File: src/rtl/axi_lite_timeout_guard.sv
// AXI4-Lite per-port watchdog: forwards one read and one write at a time and
// answers SLVERR locally once the guarded slave has missed its deadline.
package axi_lite_timeout_guard_pkg;
    typedef struct packed {
        logic [31:0] addr;
        logic [2:0]  prot;
    } ax_chan_t;

    typedef struct packed {
        logic [31:0] data;
        logic [3:0]  strb;
    } w_chan_t;

    typedef struct packed {
        logic [1:0] resp;
    } b_chan_t;

    typedef struct packed {
        logic [31:0] data;
        logic [1:0]  resp;
    } r_chan_t;

    typedef struct packed {
        ax_chan_t aw;
        logic     aw_valid;
        w_chan_t  w;
        logic     w_valid;
        logic     b_ready;
        ax_chan_t ar;
        logic     ar_valid;
        logic     r_ready;
    } req_t;

    typedef struct packed {
        logic    aw_ready;
        logic    w_ready;
        b_chan_t b;
        logic    b_valid;
        logic    ar_ready;
        r_chan_t r;
        logic    r_valid;
    } resp_t;
endpackage

module axi_lite_timeout_guard #(
    parameter int unsigned TimeoutCycles = 1024,
    parameter type         axi_req_t     = axi_lite_timeout_guard_pkg::req_t,
    parameter type         axi_resp_t    = axi_lite_timeout_guard_pkg::resp_t,
    parameter int unsigned CntWidth      = $clog2(TimeoutCycles + 1)
) (
    input  logic      clk_i,
    input  logic      rst_i,
    input  axi_req_t  slv_req_i,
    output axi_resp_t slv_resp_o,
    output axi_req_t  mst_req_o,
    input  axi_resp_t mst_resp_i,
    input  logic      clr_isolate_i,
    output logic      isolated_o,
    output logic [7:0] timeout_cnt_o
);
    localparam logic [1:0]          RespSlvErr = 2'b10;
    localparam logic [CntWidth-1:0] TimerLast  = CntWidth'(TimeoutCycles - 1);

    typedef enum logic [1:0] {W_IDLE, W_REQ, W_RESP, W_LOCAL} w_state_e;
    typedef enum logic [1:0] {R_IDLE, R_REQ, R_RESP, R_LOCAL} r_state_e;

    w_state_e            w_state;
    r_state_e            r_state;
    logic                aw_done, w_done, ar_done;
    logic [CntWidth-1:0] w_timer, r_timer;

    logic w_fwd, r_fwd, w_last, r_last;
    logic aw_hs, w_hs, b_hs, ar_hs, r_hs;
    logic w_timeout, r_timeout;
    logic [8:0] to_sum;

    assign w_last = (w_timer == TimerLast);
    assign r_last = (r_timer == TimerLast);
    // In the final REQ cycle no completion is possible, so forwarding stops at once.
    assign w_fwd  = (w_state == W_REQ) && !w_last;
    assign r_fwd  = (r_state == R_REQ) && !r_last;

    always_comb begin
        mst_req_o          = slv_req_i;
        mst_req_o.aw_valid = w_fwd && !aw_done && slv_req_i.aw_valid;
        mst_req_o.w_valid  = w_fwd && !w_done && slv_req_i.w_valid;
        mst_req_o.b_ready  = (w_state == W_RESP) ? slv_req_i.b_ready
                                                 : (isolated_o && (w_state != W_REQ));
        mst_req_o.ar_valid = r_fwd && !ar_done && slv_req_i.ar_valid;
        mst_req_o.r_ready  = (r_state == R_RESP) ? slv_req_i.r_ready
                                                 : (isolated_o && (r_state != R_REQ));

        slv_resp_o          = '0;
        slv_resp_o.aw_ready = (w_fwd && !aw_done && mst_resp_i.aw_ready)
                            || ((w_state == W_LOCAL) && !aw_done);
        slv_resp_o.w_ready  = (w_fwd && !w_done && mst_resp_i.w_ready)
                            || ((w_state == W_LOCAL) && !w_done);
        if (w_state == W_RESP) begin
            slv_resp_o.b       = mst_resp_i.b;
            slv_resp_o.b_valid = mst_resp_i.b_valid;
        end else if (w_state == W_LOCAL) begin
            slv_resp_o.b.resp  = RespSlvErr;
            slv_resp_o.b_valid = aw_done && w_done;
        end

        slv_resp_o.ar_ready = (r_fwd && !ar_done && mst_resp_i.ar_ready)
                            || ((r_state == R_LOCAL) && !ar_done);
        if (r_state == R_RESP) begin
            slv_resp_o.r       = mst_resp_i.r;
            slv_resp_o.r_valid = mst_resp_i.r_valid;
        end else if (r_state == R_LOCAL) begin
            slv_resp_o.r.resp  = RespSlvErr;
            slv_resp_o.r_valid = ar_done;
        end
    end

    assign aw_hs = slv_req_i.aw_valid && slv_resp_o.aw_ready;
    assign w_hs  = slv_req_i.w_valid && slv_resp_o.w_ready;
    assign b_hs  = slv_resp_o.b_valid && slv_req_i.b_ready;
    assign ar_hs = slv_req_i.ar_valid && slv_resp_o.ar_ready;
    assign r_hs  = slv_resp_o.r_valid && slv_req_i.r_ready;

    assign w_timeout = w_last && ((w_state == W_REQ) || ((w_state == W_RESP) && !b_hs));
    assign r_timeout = r_last && ((r_state == R_REQ) || ((r_state == R_RESP) && !r_hs));

    always_ff @(posedge clk_i) begin
        if (rst_i) begin
            w_state <= W_IDLE;
            aw_done <= 1'b0;
            w_done  <= 1'b0;
            w_timer <= '0;
        end else begin
            unique case (w_state)
                W_IDLE: if (slv_req_i.aw_valid) begin
                    aw_done <= 1'b0;
                    w_done  <= 1'b0;
                    w_timer <= '0;
                    w_state <= isolated_o ? W_LOCAL : W_REQ;
                end
                W_REQ: begin
                    w_timer <= w_timer + CntWidth'(1);
                    if (aw_hs) aw_done <= 1'b1;
                    if (w_hs)  w_done  <= 1'b1;
                    if (w_timeout)                                     w_state <= W_LOCAL;
                    else if ((aw_done || aw_hs) && (w_done || w_hs)) w_state <= W_RESP;
                end
                W_RESP: begin
                    w_timer <= w_timer + CntWidth'(1);
                    if (w_timeout) begin
                        w_state <= W_LOCAL;
                    end else if (b_hs) begin
                        w_state <= W_IDLE;
                        w_timer <= '0;
                    end
                end
                W_LOCAL: begin
                    w_timer <= '0;
                    if (aw_hs) aw_done <= 1'b1;
                    if (w_hs)  w_done  <= 1'b1;
                    if (b_hs)  w_state <= W_IDLE;
                end
                default: w_state <= W_IDLE;
            endcase
        end
    end

    always_ff @(posedge clk_i) begin
        if (rst_i) begin
            r_state <= R_IDLE;
            ar_done <= 1'b0;
            r_timer <= '0;
        end else begin
            unique case (r_state)
                R_IDLE: if (slv_req_i.ar_valid) begin
                    ar_done <= 1'b0;
                    r_timer <= '0;
                    r_state <= isolated_o ? R_LOCAL : R_REQ;
                end
                R_REQ: begin
                    r_timer <= r_timer + CntWidth'(1);
                    if (ar_hs) ar_done <= 1'b1;
                    if (r_timeout)  r_state <= R_LOCAL;
                    else if (ar_hs) r_state <= R_RESP;
                end
                R_RESP: begin
                    r_timer <= r_timer + CntWidth'(1);
                    if (r_timeout) begin
                        r_state <= R_LOCAL;
                    end else if (r_hs) begin
                        r_state <= R_IDLE;
                        r_timer <= '0;
                    end
                end
                R_LOCAL: begin
                    r_timer <= '0;
                    if (ar_hs) ar_done <= 1'b1;
                    if (r_hs)  r_state <= R_IDLE;
                end
                default: r_state <= R_IDLE;
            endcase
        end
    end

    assign to_sum = {1'b0, timeout_cnt_o} + {8'b0, w_timeout} + {8'b0, r_timeout};

    always_ff @(posedge clk_i) begin
        if (rst_i) begin
            isolated_o    <= 1'b0;
            timeout_cnt_o <= '0;
        end else begin
            if (w_timeout || r_timeout)
                isolated_o <= 1'b1;
            else if (clr_isolate_i && (w_state == W_IDLE) && (r_state == R_IDLE))
                isolated_o <= 1'b0;
            timeout_cnt_o <= to_sum[8] ? 8'hFF : to_sum[7:0];
        end
    end
endmodule

File: config.mk
export PLATFORM = sky130hd
export DESIGN_NAME = axi_lite_timeout_guard
export DESIGN_NICKNAME = d
export VERILOG_FILES = /design/src/rtl/axi_lite_timeout_guard.sv
export SDC_FILE = /design/constraint.sdc
export NUM_CORES = 1
export LEC_CHECK = 0
export ABC_AREA = 1
export CORE_AREA = 2 2 124 126
export CTS_CLUSTER_SIZE = 25
export DETAILED_ROUTE_END_ITERATION = 10
export DIE_AREA = 0 0 126 128
export GPL_TIMING_DRIVEN = 0
export PLACE_DENSITY = 0.6
export REMOVE_ABC_BUFFERS = 1
export SYNTH_ARGS = -nofsm -noshare
export SYNTH_HDL_FRONTEND = slang
export SYNTH_SLANG_ARGS = --single-unit
File: constraint.sdc
create_clock -name clk_i -period 7.95 [get_ports clk_i]
set_input_delay 1.59 -clock clk_i [delete_from_list [all_inputs] [get_ports clk_i]]
set_output_delay 1.59 -clock clk_i [all_outputs]
set_load 0.005 [all_outputs]
==> results of run 1 <==
==> Yosys cell counts (all sizes together) (2+ instances only) <==
master | n | area (µm²)
buf | 109 | 816
ha | 11 | 138
o21a | 3 | 22.5
inv | 76 | 285
o31ai | 2 | 15.0
o21ai | 16 | 83.8
nand4 | 2 | 18.8
nor3 | 8 | 45.0
a31oi | 3 | 18.8
a211oi | 5 | 37.5
a221oi | 2 | 17.5
dfxtp | 38 | 761
nand3 | 21 | 120
xor2 | 3 | 26.3
clkbuf | 6 | 22.5
a21oi | 34 | 178
nor2 | 40 | 188
o211ai | 3 | 22.5
nand2 | 110 | 425
==> layout make-up <==
class                      instances  area (µm²)
clock buffer                       5         125
sequential                        38         761
inverter                          76         285
tap                              188         235
multi-input combinational        272        1450
timing repair buffer             103        1030
fill                            1673       10900
clock inverter                     3        45.0
==> metal layers <==
metal  routed length, µm  up-vias  track usage (%)
met5                  43        -             6.19
li1                    -     1454                -
met2               10900      392             46.3
met1                8490     1403             30.4
met3                6400       32             34.3
met4                 968        2             10.1
==> cell families (layout without fill, tap and decap cells) <==
kind of cell	Yosys count	in the layout	share of synthesized area (%)
AO/OA/AOI/OAI	73	73	13.3
XOR/XNOR	4	4	1.05
flip-flops	38	38	22.8
adder cells (fa/ha/maj)	12	12	4.72
AND/OR/NAND/NOR	183	183	24.4
buffers and inverters	191	187	33.7
==> critical path: cells and delay by family <==
| family | cells | cell delay [ns] |
|---|---|---|
| buffers and inverters | 2 | 1.05 |
| AND/OR/NAND/NOR | 2 | 0.32 |
==> through the flow <==
step	power (µW)	setup slack [ns]
6_report	706	3.39
5_1_grt	746	3.33
4_1_cts	705	3.36
3_5_place_dp	471	3.38
3_3_place_gp	476	3.39
2_1_floorplan	361	4.54
==> final timing paths <==
path / cells after the start / end / from
worst max-delay path: 4 / slv_resp_o[2] / mst_resp_i[2]
worst min-delay path: 2 / w_timer[9]$_SDFFE_PP0P_ / w_timer[9]$_SDFFE_PP0P_
worst max register to register: 19 / timeout_cnt_o[5]$_SDFF_PP0_ / r_state[0]$_SDFFE_PP0P_
worst min register to register: 2 / w_timer[9]$_SDFFE_PP0P_ / w_timer[9]$_SDFFE_PP0P_
==> where the power goes <==
group | switching [µW] | internal (µW) | total (µW) | leakage, µW
Clock | 84.0 | 148 | 232 | 0.0000760
Combinational | 146 | 106 | 253 | 0.00128
Sequential | 18.5 | 203 | 222 | 0.000307
Total | 249 | 458 | 706 | 0.00167
==> cell usage in the layout (no fill, tap or decap), types with 4 or more instances in the layout <==
cell type / instances
nand2_1: 105
clkdlybuf4s50_1: 103
inv_1: 72
dfxtp_1: 38
nor2_1: 33
a21oi_1: 32
nand3_1: 18
o21ai_0: 14
ha_1: 11
nor3_1: 7
nand2_2: 5
a211oi_1: 5
clkbuf_16: 5
inv_2: 4
nor2_4: 4
==> flip-flops by register name (all words and copies together) (netlist names) <==
register / flops
timeout_cnt_o: 8
isolated_o: 1
w_state: 2
r_timer: 11
ar_done: 1
r_state: 2
aw_done: 1
w_done: 1
w_timer: 11
==> impl_metrics.py, run 1 <==
metrics = {
    "run_status": {
        "outcome": "completed",
    },
    "detailed_routing": {
        "via_count": 3283,
        "drtPass1Iterations": 5,
        "wirelength_um": 26800,
        "detail_route.vias_per_cell": 4.79,
        "antenna_left": 0,
        "avgRoutedWirePerCell_um": 39.1,
        "drc": 0,
        "drt_iter0_drc": 388,
    },
    "clock_network": {
        "cts_tree": "built",
        "cts.root.buffer_cell": "clkbuf_16",
        "clk_latency_ns": 0.28,
        "cts_hold_buf": 0,
        "cts_buffers": 5,
        "htreeDepth": 2,
        "cts-resized-gates": 0,
        "cts_sinks": 38,
        "clkSlewWorstSetupHoldPaths_ns": 0.07,
        "post_cts_buffers": 0,
        "clockBufferDepth": 2,
    },
    "timing": {
        "fin_skew_ns": 0.00896,
        "fin_hold_ws_ns": 0.487,
        "hold_viol": 0,
        "slew-limit-headroom_pct": 19.1,
        "tns_ns": 0,
        "final.min_clock_period_ns": 4.56,
        "fmax_ghz": 0.219,
        "drv_slew": 0,
        "rsz0062_at_grt": "no",
        "fin_crit_sh_pct": 57.4,
        "setup_viol": 0,
        "worst_pin_slew_ns": 1.21,
    },
    "worst_setup_path": {
        "required_ns": 6.36,
        "crit_path_top_delay_cell": "clkdlybuf4s50_1",
        "worst-setup-path-type": "in -> out",
        "crit_fanout": 1,
        "end_kind": "output pin",
        "cp_cell_sequence": "clkdlybuf4s50_1 -> nor2_1 -> nor2_1 -> clkdlybuf4s50_1",
        "slowest_delay_ns": 0.57,
        "regToRegSetupSlack_ns": 4.15,
        "cp-start-kind": "input port",
        "crit_arrival_ns": 2.97,
    },
    "layout": {
        "utilization_pct": 26.5,
        "stdcell_area_mm2": 0.00394,
        "final-instance-count-excl-fill": 685,
        "area_growth_pct": 17.9,
        "diodes": 0,
        "nets": 663,
        "drive_gt1_share_pct": 7.44,
    },
    "worst_hold_path": {
        "min_path_type": "reg -> reg",
    },
    "yosys": {
        "netlist_area_mm2": 0.00334,
        "yosys_warnings": 0,
        "seq_area_frac_synth_pct": 22.8,
        "ys_async_sr_fraction_pct": 0,
        "synth_edf_count": 0,
        "ys_ff_latch": 38,
        "syn_inst": 501,
        "ys.flop_type": "dfxtp_1",
        "synth_cell_type_count": 39,
        "synth.avg_cell_area_um2": 6.66,
    },
    "power": {
        "power_density_mw_per_mm2": 180,
        "irDropWorstVdd_uv": 79.5,
        "p_leak_uw": 0.00167,
    },
    "placement": {
        "placed_cell_area_mm2": 0.00376,
        "dp.cells": 677,
        "portBuffers": 103,
        "dp.final_hpwl_um": 24000,
        "gp_congestion": 1.04,
    },
    "floorplanning": {
        "die_x_um": 126,
        "io_pins": 316,
        "dieHeight_um": 128,
        "die-area_mm2": 0.0161,
        "initial_utilization_pct": 22.4,
        "fp.coreArea_mm2": 0.0149,
        "rows": 45,
    },
    "global_routing": {
        "grt_max_degree": 38,
        "grt_usage_pct": 32.2,
        "antenna_found_initial": 0,
        "grt_pass1_wl_um": 32900,
        "grt_pass1_vias": 2945,
        "grt.overflow.total": 0,
    },
    "run": {
        "drv_cap": 0,
    },
}
Note: power is estimated with default switching activity, not from simulation.
==> inputs of run 2 (changes only) <==
clock period = 4.2 ns   (was 7.95 ns; I/O delays follow)
==> results of run 2 <==
Same layout as run 1 (identical final DEF). Status: completed.
Among the figures that moved: setup slack after placement 3.38 ns -> 0.482 ns; setup slack after layout 3.39 ns -> 0.399 ns; start point of the critical path mst_resp_i[2] -> r_state[0]$_SDFFE_PP0P_; end point of the critical path slv_resp_o[2] -> timeout_cnt_o[5]$_SDFF_PP0_; register-to-register setup slack 4.15 ns -> 0.40 ns; total power 706 µW -> 1340 µW; worst IR drop on VDD 79.5 µV -> 150 µV
==> inputs of run 3 (changes only) <==
ABC_AREA = 0   (was 1)
CORE_AREA = 2 2 123 125   (was 2 2 124 126)
DIE_AREA = 0 0 125 127   (was 0 0 126 128)
PLACE_DENSITY = 0.61   (was 0.6)
clock period = 4.8 ns   (was 4.2 ns; I/O delays follow)
==> impl_metrics.py, run 3 <==
metrics = {
    "placement": {
        "dp.cells": 591,
        "portBuffers": 103,
        "dp.final_hpwl_um": 21500,
        "placed_cell_area_mm2": 0.00378,
        "gp_congestion": 1.02,
    },
    "yosys": {
        "synth_top_area_share_pct": 24.0,
        "syn_inst": 424,
        "seq_area_frac_synth_pct": 22.5,
        "netlist_area_mm2": 0.00338,
        "synthTopCellsByArea": "buf_4 (24%), dfxtp_1 (22%), and2_1 (6.3%)",
        "ys_async_sr_fraction_pct": 0,
        "yosys_warnings": 0,
        "synth_cell_type_count": 71,
        "yosys.area.top_type": "buf_4",
        "synth_edf_count": 0,
        "synth_common_cells": "buf_4 (108), dfxtp_1 (38), and2_1 (34)",
        "synth.most_common_cell": "buf_4",
        "ys_ff_latch": 38,
        "ys.flop_type": "dfxtp_1",
        "synth.avg_cell_area_um2": 7.98,
    },
    "layout": {
        "most-common-layout-cells": "clkdlybuf4s50_1 (103), dfxtp_1 (38), and2_1 (34)",
        "area_growth_pct": 16.7,
        "drive_gt1_share_pct": 6.27,
        "fill_cells": 1541,
        "layout_commonest_cell": "clkdlybuf4s50_1",
        "stdcell_area_mm2": 0.00395,
        "final-instance-count-excl-fill": 599,
        "utilization_pct": 27.4,
        "nets": 581,
        "seqCellArea_um2": 761,
        "multi_input_area_mm2": 0.00171,
        "reg_top3": "r_timer x11, w_timer x11, timeout_cnt_o x8",
        "diodes": 0,
    },
    "power": {
        "irDropWorstVdd_uv": 162,
        "p_leak_uw": 0.00132,
        "power_density_mw_per_mm2": 369,
    },
    "timing": {
        "drv_slew": 0,
        "slew-limit-headroom_pct": 16.7,
        "fin_crit_sh_pct": 79.9,
        "fin_skew_ns": 0.0109,
        "rsz0062_at_grt": "no",
        "final.min_clock_period_ns": 3.84,
        "tns_ns": 0,
        "setup_viol": 0,
        "hold_viol": 0,
        "worst_pin_slew_ns": 1.25,
        "fmax_ghz": 0.261,
        "fin_hold_ws_ns": 0.499,
    },
    "clock_network": {
        "cts_buffers": 5,
        "cts_hold_buf": 0,
        "clkSlewWorstSetupHoldPaths_ns": 0.07,
        "cts_sinks": 38,
        "cts.root.buffer_cell": "clkbuf_16",
        "htreeDepth": 2,
        "cts-resized-gates": 0,
        "cts_tree": "built",
        "post_cts_buffers": 0,
        "clk_latency_ns": 0.29,
        "clockBufferDepth": 2,
    },
    "worst_setup_path": {
        "crit_family": "adder cells",
        "worst_r2r_path_depth": 8,
        "r2r-start": "r_state[1]$_SDFFE_PP0P_",
        "slowest_delay_ns": 0.90,
        "crit_path_top_delay_cell": "ha_1",
        "required_ns": 4.98,
        "end_kind": "register",
        "crit_arrival_ns": 4.01,
        "crit_fanout": 41,
        "cp_cell_sequence": "ha_1 -> a21bo_1 -> a2111o_1 -> fa_1 -> and4b_1 -> and3_1 -> nand3_1 -> a21oi_1",
        "path_buf_inv": 0,
        "regToRegSetupSlack_ns": 0.96,
        "cp-start-kind": "register",
        "r2r_end": "timeout_cnt_o[5]$_SDFF_PP0_",
        "worst-setup-path-type": "reg -> reg",
    },
    "detailed_routing": {
        "drc": 0,
        "drt_iter0_drc": 142,
        "drtPass1Iterations": 4,
        "via_count": 3195,
        "antenna_left": 0,
        "detail_route.vias_per_cell": 5.33,
        "avgRoutedWirePerCell_um": 40.8,
        "wirelength_um": 24400,
    },
    "worst_hold_path": {
        "min_path_cells": 2,
        "min_from": "r_timer[10]$_SDFFE_PP0P_",
        "min_path_type": "reg -> reg",
        "hold-path-endpoint": "r_timer[10]$_SDFFE_PP0P_",
    },
    "global_routing": {
        "grt.overflow.total": 0,
        "grt_pass1_wl_um": 31000,
        "grt_usage_pct": 29.4,
        "antenna_found_initial": 0,
        "grt_max_degree": 42,
        "grt_pass1_vias": 3036,
    },
    "floorplanning": {
        "rows": 44,
        "io_pins": 316,
        "die_x_um": 125,
        "dieHeight_um": 127,
        "fp.coreArea_mm2": 0.0144,
        "die-area_mm2": 0.0159,
        "initial_utilization_pct": 23.5,
    },
    "run_status": {
        "outcome": "completed",
    },
    "run": {
        "drv_cap": 0,
    },
}
[run 3: how the worst max path moves through the flow]
| stage | startpoint | endpoint | slack (ns) | cells past startpoint |
|---|---|---|---|---|
| global route | r_state[0]$_SDFFE_PP0P_ | timeout_cnt_o[5]$_SDFF_PP0_ | 0.74 | 9 |
| detailed placement | slv_req_i[37] | timeout_cnt_o[5]$_SDFF_PP0_ | 0.90 | 9 |
| finish | r_state[1]$_SDFFE_PP0P_ | timeout_cnt_o[5]$_SDFF_PP0_ | 0.96 | 8 |
| CTS | r_state[0]$_SDFFE_PP0P_ | timeout_cnt_o[5]$_SDFF_PP0_ | 0.99 | 9 |
| global placement | slv_req_i[37] | timeout_cnt_o[0]$_SDFF_PP0_ | 0.98 | 9 |
| floorplan | r_state[0]$_SDFFE_PP0P_ | timeout_cnt_o[0]$_SDFF_PP0_ | 1.68 | 9 |
[run 3: power breakdown]
part	switching, µW	total (µW)	internal, µW
combinational	346	685	340
sequential	42.8	387	344
clock	141	386	245
total	529	1460	929
[run 3: area by class of cell]
cell class / count / share of cell area [%]
Clock inverter: 3 / 1.14
Tap cell: 184 / 5.83
Multi-Input combinational cell: 254 / 43.3
Inverter: 12 / 1.14
Clock buffer: 5 / 3.17
Sequential cell: 38 / 19.3
Timing Repair Buffer: 103 / 26.1
[run 3: per-stage QoR]
stage          power (µW)  setup slack, ns
6_report             1460            0.965
5_1_grt              1540            0.741
4_1_cts              1460            0.990
3_5_place_dp         1070            0.899
3_3_place_gp         1080            0.980
2_1_floorplan         743             1.68
[run 3: metal layers]
layer	track usage (%)	up-vias	share of wire, %
li1	-	1357	-
met1	21.2	1463	26
met2	47.6	309	45
met3	29.6	62	21
met4	18.0	4	7.8
met5	6.19	-	0.28
[run 3: worst reg2reg max path: cells and delay by family, from the launching register on]
kind                       cells  cell delay (ns)
AOI/OAI and AO/OA              3             1.05
adders and majority gates      2             1.36
DFF                            1             0.44
and+or+nand+nor                3             0.87
[run 3: kinds of logic (layout without fill, tap and decap cells)]
logic type                 Yosys count  after routing  synth area share, %
adders and majority gates           12             12                 4.66
AOI/OAI and AO/OA                   83             83                 17.9
xor gates and xnor gates             8              8                 2.07
buffers and inverters              132            123                 26.9
DFF                                 38             38                 22.5
and+or+nand+nor                    147            147                 24.7
muxes                                4              4                 1.26
